--- src/rtl/uart_tx_scheduler.sv ---
// Round-robin scheduler sharing one UART transmitter among three sources.
// Each grant is sent as a 3-byte frame: source header, payload, terminator.
//
// state | meaning
// IDLE  | offer round-robin grant, accept one payload
// SEND  | wait for UART idle, then register the start strobe and byte
// GUARD | strobe low; busy ignored while the UART raises it
// WAIT  | wait for busy to fall, then next byte or end of frame
module uart_tx_scheduler #(
  parameter logic [7:0] HDR0 = 8'h4B,
  parameter logic [7:0] HDR1 = 8'h4C,
  parameter logic [7:0] HDR2 = 8'h53,
  parameter logic [7:0] TERM = 8'h0A
) (
  input  logic        FPGA_CLK1_50,
  input  logic        reset_n,
  input  logic [2:0]  req_valid,
  input  logic [23:0] req_data,
  output logic [2:0]  req_ready,
  input  logic        TxD_busy,
  output logic        TxD_start,
  output logic [7:0]  TxD_data,
  output logic        frame_active,
  output logic [7:0]  frame_count
);

  typedef enum logic [1:0] {S_IDLE, S_SEND, S_GUARD, S_WAIT} state_t;

  state_t     r_state;
  logic [1:0] r_rr;
  logic [1:0] r_src;
  logic [1:0] r_idx;
  logic [7:0] r_payload;
  logic       r_start;
  logic [7:0] r_data;
  logic       r_active;
  logic [7:0] r_count;

  logic [2:0] w_grant;
  logic [1:0] w_src;
  logic [7:0] w_win_data;
  logic [7:0] w_byte;
  logic       w_xfer;

  // Walk from lowest to highest priority so the last match (closest to rr) wins.
  always_comb begin
    w_grant = 3'b000;
    w_src   = 2'd0;
    for (int k = 2; k >= 0; k--) begin
      int j;
      j = (int'(r_rr) + k) % 3;
      if (req_valid[j]) begin
        w_grant = 3'b001 << j;
        w_src   = 2'(j);
      end
    end
  end

  always_comb begin
    case (w_src)
      2'd1:    w_win_data = req_data[15:8];
      2'd2:    w_win_data = req_data[23:16];
      default: w_win_data = req_data[7:0];
    endcase
  end

  always_comb begin
    case (r_idx)
      2'd0: begin
        case (r_src)
          2'd1:    w_byte = HDR1;
          2'd2:    w_byte = HDR2;
          default: w_byte = HDR0;
        endcase
      end
      2'd1:    w_byte = r_payload;
      default: w_byte = TERM;
    endcase
  end

  assign req_ready = (r_state == S_IDLE) ? w_grant : 3'b000;
  assign w_xfer    = |(req_valid & req_ready);

  always_ff @(posedge FPGA_CLK1_50 or negedge reset_n) begin
    if (!reset_n) begin
      r_state   <= S_IDLE;
      r_rr      <= 2'd0;
      r_src     <= 2'd0;
      r_idx     <= 2'd0;
      r_payload <= 8'h00;
      r_start   <= 1'b0;
      r_data    <= 8'h00;
      r_active  <= 1'b0;
      r_count   <= 8'h00;
    end else begin
      case (r_state)
        S_IDLE: begin
          if (w_xfer) begin
            r_payload <= w_win_data;
            r_src     <= w_src;
            r_rr      <= (w_src == 2'd2) ? 2'd0 : w_src + 2'd1;
            r_idx     <= 2'd0;
            r_active  <= 1'b1;
            r_state   <= S_SEND;
          end
        end
        S_SEND: begin
          if (!TxD_busy) begin
            r_start <= 1'b1;
            r_data  <= w_byte;
            r_state <= S_GUARD;
          end
        end
        S_GUARD: begin
          r_start <= 1'b0;
          r_state <= S_WAIT;
        end
        S_WAIT: begin
          if (!TxD_busy) begin
            if (r_idx == 2'd2) begin
              r_count  <= r_count + 8'd1;
              r_active <= 1'b0;
              r_state  <= S_IDLE;
            end else begin
              r_idx   <= r_idx + 2'd1;
              r_state <= S_SEND;
            end
          end
        end
        default: r_state <= S_IDLE;
      endcase
    end
  end

  assign TxD_start    = r_start;
  assign TxD_data     = r_data;
  assign frame_active = r_active;
  assign frame_count  = r_count;

endmodule

--- config.mk ---
export PLATFORM = sky130hd
export DESIGN_NAME = uart_tx_scheduler
export DESIGN_NICKNAME = d
export VERILOG_FILES = /design/src/rtl/uart_tx_scheduler.sv
export SDC_FILE = /design/constraint.sdc
export NUM_CORES = 1
export LEC_CHECK = 0
export BUFFER_PORTS_ARGS = -buffer_cell sky130_fd_sc_hd__buf_2
export CORE_UTILIZATION = 35
export CTS_CLUSTER_SIZE = 12
export DETAILED_ROUTE_END_ITERATION = 6
export SLEW_MARGIN = 25
export SYNTH_ARGS = -nofsm -noshare
export SYNTH_HDL_FRONTEND = slang
export SYNTH_SLANG_ARGS = --single-unit
--- constraint.sdc ---
create_clock -name FPGA_CLK1_50 -period 3.7 [get_ports FPGA_CLK1_50]
set_clock_uncertainty 0.1 [all_clocks]
set_input_delay 0.74 -clock FPGA_CLK1_50 [delete_from_list [all_inputs] [get_ports FPGA_CLK1_50]]
set_output_delay 0.74 -clock FPGA_CLK1_50 [all_outputs]
set_load 0.01 [all_outputs]
==> results <==
- The flow ran to the end, and the final reports show no timing, DRC or antenna violations.
- The post-synthesis register bit count is 34.
- The post-synthesis area per instance is 10.07 um^2.
- Dividing total power by cell area gives a power density of 824.3 nW/um^2.
- By area the synthesized netlist is led by sky130_fd_sc_hd__dfrtp_1, sky130_fd_sc_hd__ha_1, sky130_fd_sc_hd__mux2_4, sky130_fd_sc_hd__a22oi_1, sky130_fd_sc_hd__a21oi_1.
- For this run, design rule violations remaining after detail routing come to 0.
- For this design the static power due to leakage is 1.257 nW.
- Once detail routing completed, the nets flagged for antenna violations numbered 0.
- The cell area reported after detailed placement is 2471 um^2.
- The core region is 5956 um^2.
- The part of the total power dissipated in the clock network is 0.132.
- Routability-driven placement finished with a final weighted congestion of 0.7596.
- The TritonCTS clock tree is yes.
- The number of hold violations in the final report came to 0.
- The total iterations of the first detailed-routing run is 4.
- The arrival time reported for the critical path endpoint is between 2 and 3 ns.
- The final layout contains 310 nets.
- The share of the Yosys chip area taken by registers is 0.3910.
- The initial antenna violation count came to 0.
- The number of gates given a new drive strength after cts is 0.
- The internal portion of total power is about 1.2 mW.
- After detailed routing, the average wire length per cell comes to between 10 and 15 um.
- For this design the total switching power over the nets is 874.0 uW.
- The fill cell total of the finished layout is 601.
- The number of buffers added for setup after CTS is 0.
- The combinational share of power is 0.567.
- After clock tree synthesis, the clock-pin slew on the worst setup and hold paths is 0.07 ns.
- The synthesized-area fraction occupied by ao, oa, aoi and oai cells is 0.1719.
- The number of top-level pins is 51.
- The post-synthesis adder-cell area fraction is 0.09201.
- The clock passes through at most 2 buffers.
- The largest single stage delay on the critical path is 0.53 ns.
- The initialized floorplan defines 28 standard-cell rows.
- The first routing iteration left 73 violations.
- Synthesis produced a netlist with a net count of roughly 260.
- The simple-gate share of the synthesized area is 0.1564.
- The class of the most critical hold timing path is flop to flop.
- The root buffer cell chosen for the clock tree is sky130_fd_sc_hd__clkbuf_8.
- The kind of start point of the critical path is a flop.
- Wires add up to 4289 um.
- The number of buffer cells added on primary ports is 50.
- The minimum hold slack is between 0.3 and 0.4 ns.
- The via total after detailed routing is 1693.
- Measured against the total synthesized area, the mux share comes to 0.1156.
- The largest total area in the synthesized netlist belongs to sky130_fd_sc_hd__dfrtp_1.
- The number of vias per cell is between 4 and 5.
- The layout overhead on the synthesized area is 17.77%.
- The area enclosed by the die boundary is between 6000 and 7000 um^2.
- Counting flops with an async set or reset pin after synthesis yields a share of 1.000.
- The largest delay contributor family on the critical path is compound AO/OA/AOI/OAI gates.
- For the worst setup path, the data required time is 2.86 ns.
- Derived from the worst setup path, the maximum achievable clock frequency is about 300 MHz.
- The biggest fanout along the worst timing path is 12.
- The number of enable-type register cells in the synthesized netlist is 0.
- The cell with the biggest individual delay on the critical path is sky130_fd_sc_hd__o311ai_1.
- The number of global-route vias before repair is around 1500.
- In the final layout, flip-flops and latches occupy 850.8 um^2.
- The number of synthesis warnings is 0.
- Of the total synthesized cell area, the portion taken by XOR and XNOR cells is 0.02818.
- The number of buffers and inverters on the critical path is 2.
- The shortest period the worst path allows is 3.419 ns.
- After routing the design area is approximately 2600 um^2.
- The count of final max-slew check failures was 0.
- The first-pass GRT wire length is between 7000 and 8000 um.
- Entering global routing, the biggest net connects 35 pins.
- The total grt overflow is 0.
- After clock tree synthesis, the flow added hold-fix buffers numbering 0.
- At the pin with the least slew margin, the transition time is roughly 0.77 ns.
- The total of max-cap violations is 0.
- For this design, the sink count on the clock tree is 34.
- The multi-input combinational cells in the finished layout cover a total of 1227 um^2.
- After synthesis, the largest family of logic cells by area is compound AO/OA/AOI/OAI gates.
- The part of the cycle the worst path needs is 0.9240.
- Setup repair after global routing left no endpoint under its margin.
- The cell area that synthesis handed to floorplanning was roughly 2200 um^2.
- The number of antenna cells inserted is 0.
- The H-tree was split into 2 levels.
- The most instantiated flip-flop cell in the synthesis netlist is sky130_fd_sc_hd__dfrtp_1.
- The number of clock buffers added by TritonCTS is 5.
- For this configuration, the core starts out at a cell density of 0.3653.
- The fraction of layout cells with a size suffix above 1 is 0.2943.
- Of the post-synthesis cell area, the dominant cell type holds 0.3910.
- STA classifies the critical path endpoint as a primary output.
- The clock reaches the later pin of the worst-skew pair after 0.28 ns.
- The height of the die is 80.85 um.
- The worst setup path is of the flop to primary output kind.
- The setup total negative slack is 0 ns.
- Setup violations remaining at the end of the flow were counted as 0.
- Synthesis handed over a netlist of ~220 instances.
- The remaining max-slew budget at the tightest pin is 0.4870.
- Detailed placement finished with a half-perimeter wire length of 3240 um.
- The maximum vdd drop is roughly 0.37 mV.
- The switching share of power is 0.4138.
- The chip width is 80.85 um.
- The sequential share of power is 0.301.
- The critical path goes through inv_1 > ha_1 > a21boi_1 > o21ai_0 > o311ai_1 > and2_2 > buf_2.
- After synthesis, the netlist uses 50 different library cells.
- The total track usage is 0.1406.
[synth_stat cells, drive strengths merged (3+ instances only)]
| cell type | n |
|---|---|
| a22oi | 9 |
| nand2 | 16 |
| mux2i | 6 |
| dfrtp | 34 |
| xnor2 | 5 |
| a21oi | 13 |
| o31ai | 3 |
| nand2b | 3 |
| nor2b | 4 |
| nand3b | 3 |
| mux2 | 14 |
| inv | 11 |
| nand3 | 5 |
| clkbuf | 8 |
| nor2 | 13 |
| nor3 | 6 |
| ha | 16 |
| o21ai | 14 |
[per-layer routing]
layer,wire [um],part of all wire,vias to the layer above,global-route usage
met1,2091,0.49,777,0.1857
met3,172,0.040,7,0.03596
met5,0,0,-,0
met4,63,0.015,0,0.05536
met2,1961,0.46,31,0.2185
li1,-,-,878,-
[flip-flops by register name (all words and copies together) (netlist names)]
name / count
r_state: 2
r_payload: 8
r_src: 2
r_rr: 2
r_idx: 2
TxD_data: 8
frame_active: 1
frame_count: 8
TxD_start: 1
[final cells by class]
type	count	area share
multi-input cells	161	0.4790
flip-flops and latches	34	0.3320
repair buffers	51	0.1006
well taps	75	0.03662
clock buffers	7	0.03369
inverters	11	0.01611
clock inverters	1	0.001953
[power by group through the flow]
stage	sequential (mW)	combinational (mW)	clock (mW)
5_1_grt	0.656	1.35	0.304
4_1_cts	0.635	1.21	0.290
6_report	0.636	1.20	0.279
3_3_place_gp	0.637	1.20	0
3_5_place_dp	0.642	1.21	0
2_1_floorplan	0.641	0.953	0
[per-stage QoR]
stage                 util  setup slack (ns)  power (mW)  instances
floorplan                -            0.5511       1.594        216
global placement    0.4149            0.4747       1.839        332
detailed placement  0.4149            0.4151       1.848        332
CTS                 0.4303            0.2541       2.137        340
global route        0.4303           0.09248       2.313        340
finish              0.4303            0.2812       2.112        340
[final timing paths]
| check | slack (ns) | to | cells after the start | start |
|---|---|---|---|---|
| worst min-delay path | 0.36 | frame_count[7]$_DFFE_PN0P_ | 1 | frame_count[7]$_DFFE_PN0P_ |
| worst max-delay path | 0.28 | req_ready[2] | 7 | r_rr[0]$_DFFE_PN0P_ |
| max in group asynchronous | 2.58 | r_payload[4]$_DFFE_PN0P_ | 1 | reset_n |
| worst max register to register | 0.44 | r_payload[5]$_DFFE_PN0P_ | 10 | r_rr[1]$_DFFE_PN0P_ |
| min in group asynchronous | 0.43 | r_state[1]$_DFFE_PN0P_ | 1 | reset_n |
| worst min register to register | 0.36 | frame_count[7]$_DFFE_PN0P_ | 1 | frame_count[7]$_DFFE_PN0P_ |
[cell families (layout without fill, tap and decap cells)]
group	after synthesis	after routing
XOR/XNOR	7	7
buffers and inverters	21	70
AND/OR/NAND/NOR	62	62
flip-flops	34	34
adder cells (fa/ha/maj)	16	16
multiplexers	20	20
AO/OA/AOI/OAI	56	56
[layout by cell type, fill, tap and decap left out, drive strengths merged, types with 2 or more instances in the layout]
cell type	Yosys	routed
ha	16	16
nor3	6	6
o221ai	2	2
xor2	2	2
a21boi	2	2
inv	11	11
and2b	2	2
o21ai	14	14
nand2b	3	3
nand3	5	5
a21o	2	2
nor2b	4	4
dfrtp	34	34
mux2	14	14
and2	2	2
o31ai	3	3
nand3b	3	3
nand2	16	16
nor2	13	13
and3	2	2
clkbuf	8	7
a21oi	13	13
mux2i	6	6
a32oi	2	2
nand4	2	2
a22oi	9	9
xnor2	5	5
buf	2	51
No activity file was read; power rests on OpenSTA's default activity.
